File: config.mk
export PLATFORM = sky130hd
export DESIGN_NAME = pulse_gen_mc_flat
export DESIGN_NICKNAME = d
export VERILOG_FILES = /design/src/rtl/pulse_gen_mc_pkg.sv /design/src/rtl/pulse_gen_mc_if.sv /design/src/rtl/pulse_gen_mc_channel.sv /design/src/rtl/pulse_gen_mc.sv /design/src/flat_wrapper.sv
export SDC_FILE = /design/constraint.sdc
export NUM_CORES = 1
export LEC_CHECK = 0
export ABC_AREA = 1
export CORE_AREA = 4 4 126 249
export CTS_CLUSTER_DIAMETER = 120
export DETAILED_ROUTE_END_ITERATION = 10
export DIE_AREA = 0 0 130 253
export PLACE_DENSITY = 0.8
export REMOVE_ABC_BUFFERS = 1
export SETUP_SLACK_MARGIN = 0.3
export SLEW_MARGIN = 10
export SYNTH_ARGS = -nofsm -noshare
export SYNTH_HDL_FRONTEND = slang
export SYNTH_HIERARCHICAL = 1
export SYNTH_SLANG_ARGS = --single-unit
File: constraint.sdc
create_clock -name clk -period 5.7 [get_ports clk]
set_input_delay 1.14 -clock clk [delete_from_list [all_inputs] [get_ports clk]]
set_output_delay 1.14 -clock clk [all_outputs]
set_load 0.05 [all_outputs]
File: src/rtl/pulse_gen_mc_pkg.sv
// Shared types and codes for the multi-channel pulse generator.
// Imported by the channel, the top and the bench.
package pulse_gen_mc_pkg;

    typedef enum logic [1:0] {
        ST_IDLE  = 2'd0,
        ST_DELAY = 2'd1,
        ST_RUN   = 2'd2
    } state_e;

    typedef enum logic [1:0] {
        MODE_SINGLE = 2'd0,
        MODE_CONT   = 2'd1,
        MODE_BURST  = 2'd2,
        MODE_RSVD   = 2'd3
    } mode_e;

    localparam logic [1:0] ADDR_PERIOD = 2'd0;
    localparam logic [1:0] ADDR_WIDTH  = 2'd1;
    localparam logic [1:0] ADDR_DELAY  = 2'd2;
    localparam logic [1:0] ADDR_CTRL   = 2'd3;

endpackage

File: src/rtl/pulse_gen_mc_if.sv
// Config bus plus per-channel control strobes and pulse outputs.
// The master side drives config/start/stop; the slave side is the generator.
interface pulse_gen_mc_if #(
    parameter int NCH = 2,
    parameter int CW  = 16
);
    logic           cfg_we;
    logic [2:0]     cfg_ch;
    logic [1:0]     cfg_addr;
    logic [CW-1:0]  cfg_data;
    logic [NCH-1:0] start;
    logic [NCH-1:0] stop;
    logic [NCH-1:0] pulse_out;
    logic [NCH-1:0] cycle_mark;
    logic [NCH-1:0] busy;

    modport master (
        output cfg_we, cfg_ch, cfg_addr, cfg_data, start, stop,
        input  pulse_out, cycle_mark, busy
    );

    modport slave (
        input  cfg_we, cfg_ch, cfg_addr, cfg_data, start, stop,
        output pulse_out, cycle_mark, busy
    );
endinterface

File: src/rtl/pulse_gen_mc_channel.sv
// One pulse channel: shadow config, active copies, IDLE/DELAY/RUN FSM and counters.
// Outputs are registered from the next-state values.
module pulse_gen_mc_channel
    import pulse_gen_mc_pkg::*;
#(
    parameter int CW    = 16,
    parameter int DEF_P = 1000,
    parameter int DEF_W = 1
) (
    input  logic          clk,
    input  logic          reset,
    input  logic          tick,
    input  logic          cfg_we,
    input  logic [1:0]    cfg_addr,
    input  logic [CW-1:0] cfg_data,
    input  logic          start,
    input  logic          stop,
    output logic          pulse_out,
    output logic          cycle_mark,
    output logic          busy
);
    localparam int RW = CW - 2;

    logic [CW-1:0] p_sh_q, p_sh_d, w_sh_q, w_sh_d, d_sh_q, d_sh_d;
    mode_e         mode_sh_q, mode_sh_d;
    logic [RW-1:0] burst_sh_q, burst_sh_d;

    logic [CW-1:0] p_act_q, p_act_d, w_act_q, w_act_d, d_act_q, d_act_d;
    mode_e         mode_act_q, mode_act_d;
    logic [RW-1:0] rem_q, rem_d;
    logic [CW-1:0] cnt_q, cnt_d, dcnt_q, dcnt_d;
    state_e        state_q, state_d;
    logic          pulse_q, pulse_d, mark_q, mark_d, busy_q, busy_d;

    logic [CW-1:0] p_last_s, d_last_s;
    logic [RW-1:0] n_start_s;
    logic          mark_s;

    // Shadow register write decode.
    always_comb begin
        p_sh_d     = p_sh_q;
        w_sh_d     = w_sh_q;
        d_sh_d     = d_sh_q;
        mode_sh_d  = mode_sh_q;
        burst_sh_d = burst_sh_q;
        if (cfg_we) begin
            case (cfg_addr)
                ADDR_PERIOD: p_sh_d = cfg_data;
                ADDR_WIDTH:  w_sh_d = cfg_data;
                ADDR_DELAY:  d_sh_d = cfg_data;
                ADDR_CTRL: begin
                    mode_sh_d  = mode_e'(cfg_data[1:0]);
                    burst_sh_d = cfg_data[CW-1:2];
                end
                default: p_sh_d = p_sh_q;
            endcase
        end else begin
            p_sh_d = p_sh_q;
        end
    end

    // Compare values; a zero period behaves as one tick, a zero burst as one period.
    always_comb begin
        p_last_s = (p_act_q == {CW{1'b0}}) ? {CW{1'b0}} : (p_act_q - CW'(1));
        d_last_s = d_act_q - CW'(1);
        if (mode_sh_q == MODE_BURST) begin
            n_start_s = (burst_sh_q == {RW{1'b0}}) ? RW'(1) : burst_sh_q;
        end else begin
            n_start_s = RW'(1);
        end
    end

    // Channel FSM, counters and active-register reloads.
    always_comb begin
        state_d    = state_q;
        cnt_d      = cnt_q;
        dcnt_d     = dcnt_q;
        rem_d      = rem_q;
        p_act_d    = p_act_q;
        w_act_d    = w_act_q;
        d_act_d    = d_act_q;
        mode_act_d = mode_act_q;
        mark_s     = 1'b0;
        if (stop) begin
            state_d = ST_IDLE;
            cnt_d   = {CW{1'b0}};
            dcnt_d  = {CW{1'b0}};
        end else if (start) begin
            p_act_d    = p_sh_q;
            w_act_d    = w_sh_q;
            d_act_d    = d_sh_q;
            mode_act_d = mode_sh_q;
            rem_d      = n_start_s;
            cnt_d      = {CW{1'b0}};
            dcnt_d     = {CW{1'b0}};
            if (d_sh_q == {CW{1'b0}}) begin
                state_d = ST_RUN;
                mark_s  = 1'b1;
            end else begin
                state_d = ST_DELAY;
            end
        end else begin
            case (state_q)
                ST_IDLE: state_d = ST_IDLE;
                ST_DELAY: begin
                    if (tick) begin
                        if (dcnt_q == d_last_s) begin
                            state_d = ST_RUN;
                            cnt_d   = {CW{1'b0}};
                            mark_s  = 1'b1;
                        end else begin
                            dcnt_d = dcnt_q + CW'(1);
                        end
                    end else begin
                        dcnt_d = dcnt_q;
                    end
                end
                ST_RUN: begin
                    if (tick) begin
                        if (cnt_q == p_last_s) begin
                            // Finite modes end here instead of wrapping once the count is spent.
                            if ((mode_act_q != MODE_CONT) && (rem_q <= RW'(1))) begin
                                state_d = ST_IDLE;
                                cnt_d   = {CW{1'b0}};
                            end else begin
                                cnt_d      = {CW{1'b0}};
                                rem_d      = (mode_act_q != MODE_CONT) ? (rem_q - RW'(1)) : rem_q;
                                p_act_d    = p_sh_q;
                                w_act_d    = w_sh_q;
                                d_act_d    = d_sh_q;
                                mode_act_d = mode_sh_q;
                                mark_s     = 1'b1;
                            end
                        end else begin
                            cnt_d = cnt_q + CW'(1);
                        end
                    end else begin
                        cnt_d = cnt_q;
                    end
                end
                default: state_d = ST_IDLE;
            endcase
        end
    end

    // Output values taken from the next state so they line up with it.
    always_comb begin
        pulse_d = (state_d == ST_RUN) && (cnt_d < w_act_d);
        mark_d  = mark_s;
        busy_d  = (state_d != ST_IDLE);
    end

    // State, config and output registers.
    always_ff @(posedge clk) begin
        if (reset) begin
            p_sh_q     <= CW'(DEF_P);
            w_sh_q     <= CW'(DEF_W);
            d_sh_q     <= {CW{1'b0}};
            mode_sh_q  <= MODE_SINGLE;
            burst_sh_q <= RW'(1);
            p_act_q    <= CW'(DEF_P);
            w_act_q    <= CW'(DEF_W);
            d_act_q    <= {CW{1'b0}};
            mode_act_q <= MODE_SINGLE;
            rem_q      <= RW'(1);
            cnt_q      <= {CW{1'b0}};
            dcnt_q     <= {CW{1'b0}};
            state_q    <= ST_IDLE;
            pulse_q    <= 1'b0;
            mark_q     <= 1'b0;
            busy_q     <= 1'b0;
        end else begin
            p_sh_q     <= p_sh_d;
            w_sh_q     <= w_sh_d;
            d_sh_q     <= d_sh_d;
            mode_sh_q  <= mode_sh_d;
            burst_sh_q <= burst_sh_d;
            p_act_q    <= p_act_d;
            w_act_q    <= w_act_d;
            d_act_q    <= d_act_d;
            mode_act_q <= mode_act_d;
            rem_q      <= rem_d;
            cnt_q      <= cnt_d;
            dcnt_q     <= dcnt_d;
            state_q    <= state_d;
            pulse_q    <= pulse_d;
            mark_q     <= mark_d;
            busy_q     <= busy_d;
        end
    end

    assign pulse_out  = pulse_q;
    assign cycle_mark = mark_q;
    assign busy       = busy_q;

endmodule

File: src/rtl/pulse_gen_mc.sv
// NCH-channel programmable pulse generator: shared tick prescaler,
// config channel decode and one pulse_gen_mc_channel per channel.
module pulse_gen_mc
    import pulse_gen_mc_pkg::*;
#(
    parameter int NCH      = 2,
    parameter int CW       = 16,
    parameter int PRESCALE = 100,
    parameter int DEF_P    = 1000,
    parameter int DEF_W    = 1
) (
    input  logic         clk,
    input  logic         reset,
    input  logic         turbosim,
    pulse_gen_mc_if.slave bus
);
    localparam int             PSW     = (PRESCALE > 1) ? $clog2(PRESCALE) : 1;
    localparam logic [PSW-1:0] PS_LAST = PSW'(PRESCALE - 1);

    logic [PSW-1:0] presc_q, presc_d;
    logic           tick_s;
    logic [NCH-1:0] we_s, pulse_s, mark_s, busy_s;

    // Free-running prescaler; turbosim turns every clk into a tick.
    always_comb begin
        tick_s = (presc_q == PS_LAST) || turbosim;
        if (presc_q == PS_LAST) begin
            presc_d = {PSW{1'b0}};
        end else begin
            presc_d = presc_q + PSW'(1);
        end
    end

    // Prescaler register.
    always_ff @(posedge clk) begin
        if (reset) begin
            presc_q <= {PSW{1'b0}};
        end else begin
            presc_q <= presc_d;
        end
    end

    // Channel select; codes at or above NCH match nothing and are dropped.
    always_comb begin
        we_s = {NCH{1'b0}};
        for (int i = 0; i < NCH; i++) begin
            if (bus.cfg_we && (bus.cfg_ch == 3'(i))) begin
                we_s[i] = 1'b1;
            end else begin
                we_s[i] = 1'b0;
            end
        end
    end

    for (genvar g = 0; g < NCH; g++) begin : g_ch
        pulse_gen_mc_channel #(
            .CW    (CW),
            .DEF_P (DEF_P),
            .DEF_W (DEF_W)
        ) u_ch (
            .clk        (clk),
            .reset      (reset),
            .tick       (tick_s),
            .cfg_we     (we_s[g]),
            .cfg_addr   (bus.cfg_addr),
            .cfg_data   (bus.cfg_data),
            .start      (bus.start[g]),
            .stop       (bus.stop[g]),
            .pulse_out  (pulse_s[g]),
            .cycle_mark (mark_s[g]),
            .busy       (busy_s[g])
        );
    end

    assign bus.pulse_out  = pulse_s;
    assign bus.cycle_mark = mark_s;
    assign bus.busy       = busy_s;

endmodule

File: src/flat_wrapper.sv
// flat-port wrapper written by rule: the top's interface ports become plain ports
module pulse_gen_mc_flat import pulse_gen_mc_pkg::*;
#(
    parameter int NCH      = 2,
    parameter int CW       = 16,
    parameter int PRESCALE = 100,
    parameter int DEF_P    = 1000,
    parameter int DEF_W    = 1
)
  (clk, reset, turbosim, bus_cfg_we, bus_cfg_ch, bus_cfg_addr, bus_cfg_data, bus_start, bus_stop, bus_pulse_out, bus_cycle_mark, bus_busy);
  pulse_gen_mc_if #(.NCH(NCH), .CW(CW)) bus_i ();
  input  logic clk;
  input  logic reset;
  input  logic turbosim;
  input wire logic [$bits(bus_i.cfg_we)-1:0] bus_cfg_we;
  input wire logic [$bits(bus_i.cfg_ch)-1:0] bus_cfg_ch;
  input wire logic [$bits(bus_i.cfg_addr)-1:0] bus_cfg_addr;
  input wire logic [$bits(bus_i.cfg_data)-1:0] bus_cfg_data;
  input wire logic [$bits(bus_i.start)-1:0] bus_start;
  input wire logic [$bits(bus_i.stop)-1:0] bus_stop;
  output wire logic [$bits(bus_i.pulse_out)-1:0] bus_pulse_out;
  output wire logic [$bits(bus_i.cycle_mark)-1:0] bus_cycle_mark;
  output wire logic [$bits(bus_i.busy)-1:0] bus_busy;
  assign bus_i.cfg_we = bus_cfg_we;
  assign bus_i.cfg_ch = bus_cfg_ch;
  assign bus_i.cfg_addr = bus_cfg_addr;
  assign bus_i.cfg_data = bus_cfg_data;
  assign bus_i.start = bus_start;
  assign bus_i.stop = bus_stop;
  assign bus_pulse_out = bus_i.pulse_out;
  assign bus_cycle_mark = bus_i.cycle_mark;
  assign bus_busy = bus_i.busy;
  pulse_gen_mc #(.NCH(NCH), .CW(CW), .PRESCALE(PRESCALE), .DEF_P(DEF_P), .DEF_W(DEF_W)) u_core (.clk(clk), .reset(reset), .turbosim(turbosim), .bus(bus_i));
endmodule
== After elaboration in Yosys (flattened, before gate mapping) ==
Cells that the tools add are included.
W data, S select, Z words.

* Flip-flop bits (word level): 337
* Input bits: 29
* Output and inout bits: 6
* Logic and storage cells: 227

* $add $sub $neg: 11
* Magnitude comparators: 4
* Eq/ne operators: 21
* Muxes and demuxes: 110
* Bitwise gates (word level): 4
* Reduce and logical (&&, ||, !) cells: 44

{| class="wikitable"
|+ Operators with widths
! cell !! count
|-
| $mux W16 || 46
|-
| $mux W14 || 16
|-
| $add A16 B1 Y16 const B || 4
|-
| $eq A16 B16 Y1 || 4
|-
| $logic_not A16 Y1 || 4
|-
| $pmux W16 S2 || 2
|-
| $sub A16 B1 Y16 const B || 4
|-
| $mux W2 || 26
|-
| $lt A16 B16 Y1 || 2
|-
| $le A14 B1 Y1 const B || 2
|-
| $logic_not A14 Y1 || 2
|-
| $sub A14 B1 Y14 const B || 2
|-
| $reduce_bool A2 Y1 || 10
|-
| $eq A2 B2 Y1 const B || 8
|-
| $mux W1 || 16
|-
| $reduce_and A2 Y1 || 8
|-
| $reduce_and A6 Y1 || 2
|-
| $reduce_and A5 Y1 || 2
|-
| $pmux W2 S2 || 2
|-
| $add A7 B1 Y7 const B || 1
|-
| $eq A7 B7 Y1 const B || 1
|-
| $eq A2 B1 Y1 const B || 3
|-
| $logic_and A1 B1 Y1 || 6
|-
| $reduce_and A3 Y1 || 2
|-
| other kinds (10) || 19
|}

== Logic depth before layout (Yosys ltp) ==
* Depth after elaboration: 10
* Mapped depth: 28
* Mapped depth without buffers: 28

== Cells and area by module ==
Netlist, hierarchy kept.

{| class="wikitable"
|+ By module, submodules not included
! module !! times used !! cells each !! area an instance (µm²) !! sequential area each (µm²)
|-
| pulse_gen_mc_channel (u_core.g_ch[0].u_ch) || 1 || 1,333 || 9,121.2 || 3,303.2
|-
| pulse_gen_mc_channel (u_core.g_ch[1].u_ch) || 1 || 1,297 || 8,883.5 || 3,303.2
|-
| pulse_gen_mc || 1 || 52 || 371.6 || 140.1
|}

== Worst setup path before layout ==
OpenSTA, ideal clock, no wires.

* Path kind: input to register
* From: in turbosim
* To: reg u_core.g_ch[0].u_ch.pulse_q
* Setup time: 70 ps
* Arrival time: 3,600 ps
* Required time: 5,630 ps
* Path slack: 2,030 ps
* Stages on the path: 18
* Buffers on the path: 1
* Cell sequence: inv_1 > nand2_1 > buf_2 > inv_1 > nor3_1 > nand3_1 > nor2_1 > nand3_1 > nor2_1 > xor2_1 > a221oi_1 > nor3_1 > ha_1 > nand2_1 > nor2_1 > a2111oi_0 > nand3_1 > a21oi_1

* Word-level cells in the longest chain between the ends: 7

{| class="wikitable"
|+ RTL lines
! item !! line !! RTL
|-
| from (decl) || flat_wrapper.sv:14 || <nowiki>input logic turbosim;</nowiki>
|-
| $logic_or A1 B1 Y1 (*) || pulse_gen_mc.sv:26 || <nowiki>tick_s = (presc_q == PS_LAST) || turbosim;</nowiki>
|-
| named net u_core.tick_s || pulse_gen_mc.sv:21 || <nowiki>logic tick_s;</nowiki>
|-
| $mux W16 (on tied branches) || pulse_gen_mc_channel.sv:119, pulse_gen_mc_channel.sv:106 ||
|-
| $pmux W16 S2 (*) || pulse_gen_mc_channel.sv:103 || <nowiki>case (state_q)</nowiki>
|-
| $mux W16 (*) || pulse_gen_mc_channel.sv:88 || <nowiki>end else if (start) begin</nowiki>
|-
| $mux W16 (*) || pulse_gen_mc_channel.sv:84 || <nowiki>if (stop) begin</nowiki>
|-
| named net u_core.g_ch[0].u_ch.cnt_d[14] || pulse_gen_mc_channel.sv:31 || <nowiki>logic [CW-1:0] cnt_q, cnt_d, dcnt_q, dcnt_d;</nowiki>
|-
| $lt A16 B16 Y1 (*) || pulse_gen_mc_channel.sv:148 || <nowiki>pulse_d = (state_d == ST_RUN) && (cnt_d < w_act_d);</nowiki>
|-
| $logic_and A1 B1 Y1 (*) || pulse_gen_mc_channel.sv:148 ||
|-
| to (signal assigned) || pulse_gen_mc_channel.sv:186 || <nowiki>pulse_q <= pulse_d;</nowiki>
|-
| to (decl) || pulse_gen_mc_channel.sv:33 || <nowiki>logic pulse_q, pulse_d, mark_q, mark_d, busy_q, busy_d;</nowiki>
|}

Mark *: on every way through the listed nets, which the timed path passes. The rest lies on a longest branch.
A chain may end at the register's enable or synchronous reset.

== Worst setup path in the final report ==
* From: reg u_core.g_ch[1].u_ch.d_act_q[0]
* To: reg u_core.g_ch[1].u_ch.pulse_q

* Word-level cells in the longest chain between the ends: 9

{| class="wikitable"
|+ RTL lines
! item !! line !! RTL
|-
| from (decl) || pulse_gen_mc_channel.sv:28 || <nowiki>logic [CW-1:0] p_act_q, p_act_d, w_act_q, w_act_d, d_act_q, d_act_d;</nowiki>
|-
| from (signal assigned) || pulse_gen_mc_channel.sv:163 || <nowiki>d_act_q <= {CW{1'b0}};</nowiki>
|-
| from (signal assigned) || pulse_gen_mc_channel.sv:180 || <nowiki>d_act_q <= d_act_d;</nowiki>
|-
| $sub A16 B1 Y16 || pulse_gen_mc_channel.sv:65 || <nowiki>d_last_s = d_act_q - CW'(1);</nowiki>
|-
| $eq A16 B16 Y1 || pulse_gen_mc_channel.sv:107 || <nowiki>if (dcnt_q == d_last_s) begin</nowiki>
|-
| $mux W16 || pulse_gen_mc_channel.sv:107 ||
|-
| $mux W16 || pulse_gen_mc_channel.sv:106 || <nowiki>if (tick) begin</nowiki>
|-
| $pmux W16 S2 || pulse_gen_mc_channel.sv:103 ||
|-
| $mux W16 || pulse_gen_mc_channel.sv:88 ||
|-
| $mux W16 || pulse_gen_mc_channel.sv:84 ||
|-
| named net u_core.g_ch[1].u_ch.cnt_d[14] || pulse_gen_mc_channel.sv:31 ||
|-
| $lt A16 B16 Y1 || pulse_gen_mc_channel.sv:148 ||
|-
| $logic_and A1 B1 Y1 || pulse_gen_mc_channel.sv:148 ||
|-
| to (signal assigned) || pulse_gen_mc_channel.sv:186 ||
|-
| to (decl) || pulse_gen_mc_channel.sv:33 ||
|}

The timed path passes the listed nets, and every way through them passes these cells.

==> impl_results.md <==
- Outcome: finished clean
- DRC viols: 0
- Fin. max-slew vios: 0
- Clock input transition at the sequential cells of the worst setup and hold paths: 0.07 ns
- Dominant register cell in the synthesized netlist: dfxtp_1
- Initial antenna violation count: 0
- Syn Inst Count: ~2700
- Setup TNS Final: 0 ns
- Root buffer cell: clkbuf_16
- CP startpoint kind: flip-flop
- Ys async rst share: 0
- Row cnt: 89
- Die Y: ~250 um
- Worst Path Arrival: 5.05 ns
- Routed vias: between 15000 and 20000
- CP endpoint kind: flip-flop
- Vias in the first global route: 17500
- Setup violators final: 0
- Ant diodes: 0
- CTS tree: done
- Post-DR wirelength/cell: 18.6 um
- IR drop worst, VDD: just under 0.3 mV
- Leakage: 0.00857 uW
- # resized after CTS: 0
- Die footprint: around 33000 um2
- Least-Margin Pin Slew: 1.03 ns
- Total GRT Usage: 0.341
- Fmax: around 220 MHz
- RSZ-0062 raised after global routing: no
- Combinational power share: 0.156
- Filler Cell Count: ~2700
- Warnings, synthesis: 6
- Yosys reg bits: between 300 and 400
- Crit path max fanout: 12
- Worst hold path class: flip-flop to flip-flop
- Ports: 35
- Tot Pwr: between 5000 and 6000 uW
- Sw Share: 0.294
- Gr ovfl total: 0
- Pwr Density: approximately 280 nW/um2
- Syn_area_per_cell: about 6.9 um2
- Clock buffer depth: 3
- Net Switching: approximately 1600 uW
- Buffers on Ports: 34
- Sequential fraction of the synthesis area: 0.367
- Distinct cell type count after synthesis: 61
- Highest routed layer: met4
- Post-layout min period: 4.53 ns
- Required @ worst endpoint: approximately 6.2 ns
- Seq pwr share: 0.452
- Most frequent cells in the layout: nand2_1 (447), nor2_1 (391), dfxtp_1 (337)
- Final Cycle Share: 0.795
- Drt via density: ~5.9
- Post-CTS Hold Buffers: 0
- Layout cells sized above 1: 0.0562
- Number of synthesized flops with an enable pin: 0
- Internal power: between 3000 and 4000 uW
- Final ANT Viol Nets: 0
- Max_cap viols: 0
- Total setup buffers inserted after CTS: 0
- Final net count: roughly 2700
- Clock network power share: 0.392
- Met2 wire length: between 20 and 30 mm
- Drt initial violations: roughly 1200
- Placeable Area: 29400 um2
- CTS H-tree depth: 1
- DRT Pass-1 Iters: 5
- Met1 wire length: about 19 mm
- Worst Skew: roughly 0.020 ns
- Critical path class: flip-flop to flip-flop
- CTS Buf Count: 30
- Met3 WL: approximately 2.5 mm
- Largest net degree at the start of global routing: 63
- CTS Sinks: 337
- Relative slew slack: 0.315
- Commonest non-fill, non-tap cell in the layout: nand2_1
- Cell Area, Synth: 18400 um2
- Detailed-placement wirelength estimate: around 43 mm
- Die width: 130 um
- Synthesis-to-finish area growth: 7.96%
- First-pass GRT wire length: about 90 mm
- Routed WL: between 50 and 60 mm
- Clk_lat worst skew: about 0.59 ns
- RD Place Congestion: 1.00
- Initial Utilization: 0.625
- Final Hold Viols: 0
-- stage by stage --
| step | instances | hold WS [ns] | instance area (um2) | util | setup WS [ns] |
|---|---|---|---|---|---|
| after detailed placement | 2995 | 0.443 | 18800 | 0.639 | 0.976 |
| final | 3050 | 0.454 | 19800 | 0.675 | 1.17 |
| after global placement | 2995 | 0.441 | 18800 | 0.639 | 1.07 |
| after global routing | 3050 | 0.483 | 19800 | 0.675 | 0.777 |
| after floorplan | 2584 | 0.429 | 17900 | - | 1.53 |
| after CTS | 3050 | 0.454 | 19800 | 0.675 | 1.22 |
-- Yosys cell counts, drive strengths merged (11+ instances only) --
master	n	area, um2
o21ai	276	1380
mux2i	30	338
nand2	459	1770
nor3	46	235
xnor2	11	96.3
inv	324	1220
nand3	187	988
nand4	57	393
buf	30	218
nor2	412	1620
a221oi	15	138
a31oi	12	75.1
ha	47	588
nor4	34	213
dfxtp	337	6750
clkbuf	68	255
xor2	48	420
a21oi	209	1070
-- flip-flops by register name (all words and copies together) (netlist names), 32 cells and up --
register / count
u_core/g_ch.u_ch/cnt_q: 32
u_core/g_ch.u_ch/d_act_q: 32
u_core/g_ch.u_ch/d_sh_q: 32
u_core/g_ch.u_ch/dcnt_q: 32
u_core/g_ch.u_ch/p_act_q: 32
u_core/g_ch.u_ch/p_sh_q: 32
u_core/g_ch.u_ch/w_act_q: 32
u_core/g_ch.u_ch/w_sh_q: 32
-- kinds of logic (layout without fill, tap and decap cells) --
group,after synthesis,count (layout),share of synthesized area
muxes,30,30,0.0184
DFF,337,337,0.367
and+or+nand+nor,1220,1220,0.294
adders and majority gates,47,47,0.0320
buffers and inverters,427,431,0.0929
xor gates and xnor gates,59,59,0.0281
AOI/OAI and AO/OA,562,562,0.168
-- routing by layer --
metal | track usage | vias up
li1 | - | 8871
met1 | 0.325 | 8353
met2 | 0.634 | 648
met3 | 0.0384 | 255
met4 | 0.278 | 0
met5 | 0 | -
-- cell type report --
class	count	area, um2	area share
inverters	329	1230	0.0622
multi-input cells	1918	9920	0.500
repair buffers	47	435	0.0219
clock inverters	19	221	0.0112
flip-flops and latches	337	6750	0.340
well taps	364	455	0.0230
clock buffers	36	823	0.0415
-- final timing paths --
path | from | cells past startpoint | end | slack (ns)
setup / recovery | u_core/g_ch[1].u_ch/d_act_q[0] | 23 | u_core/g_ch[1].u_ch/pulse_out | 1.17
hold / removal | u_core/g_ch[0].u_ch/mode_act_q[0] | 2 | u_core/g_ch[0].u_ch/mode_act_q[0] | 0.45
setup reg to reg | u_core/g_ch[1].u_ch/d_act_q[0] | 23 | u_core/g_ch[1].u_ch/pulse_out | 1.17
hold reg to reg | u_core/g_ch[0].u_ch/mode_act_q[0] | 2 | u_core/g_ch[0].u_ch/mode_act_q[0] | 0.45
-- power groups by stage --
stage               logic [uW]  clock network (uW)  registers, uW
floorplan                  562                   0           2520
global placement           821                   0           2530
detailed placement         838                   0           2530
CTS                        843                2180           2480
global route               947                2260           2480
finish                     855                2150           2480
-- critical path, cell delays in order, from the launching register on --
cell	delay (ns)
dfxtp_1	0.32
inv_1	0.16
ha_1	0.23
nand3_2	0.15
nor2_1	0.17
nand2_1	0.11
nor2_1	0.19
nor2_1	0.06
nor2_1	0.11
nand3_1	0.12
nor2_1	0.40
nand3_1	0.20
nand2_1	0.37
inv_1	0.18
a221oi_1	0.38
nor3_1	0.13
ha_1	0.29
nand2_1	0.07
inv_1	0.04
nand3_1	0.08
a31oi_1	0.05
a2111oi_0	0.36
nand3_1	0.15
a21oi_1	0.12
(Power assumes the default switching activity.)
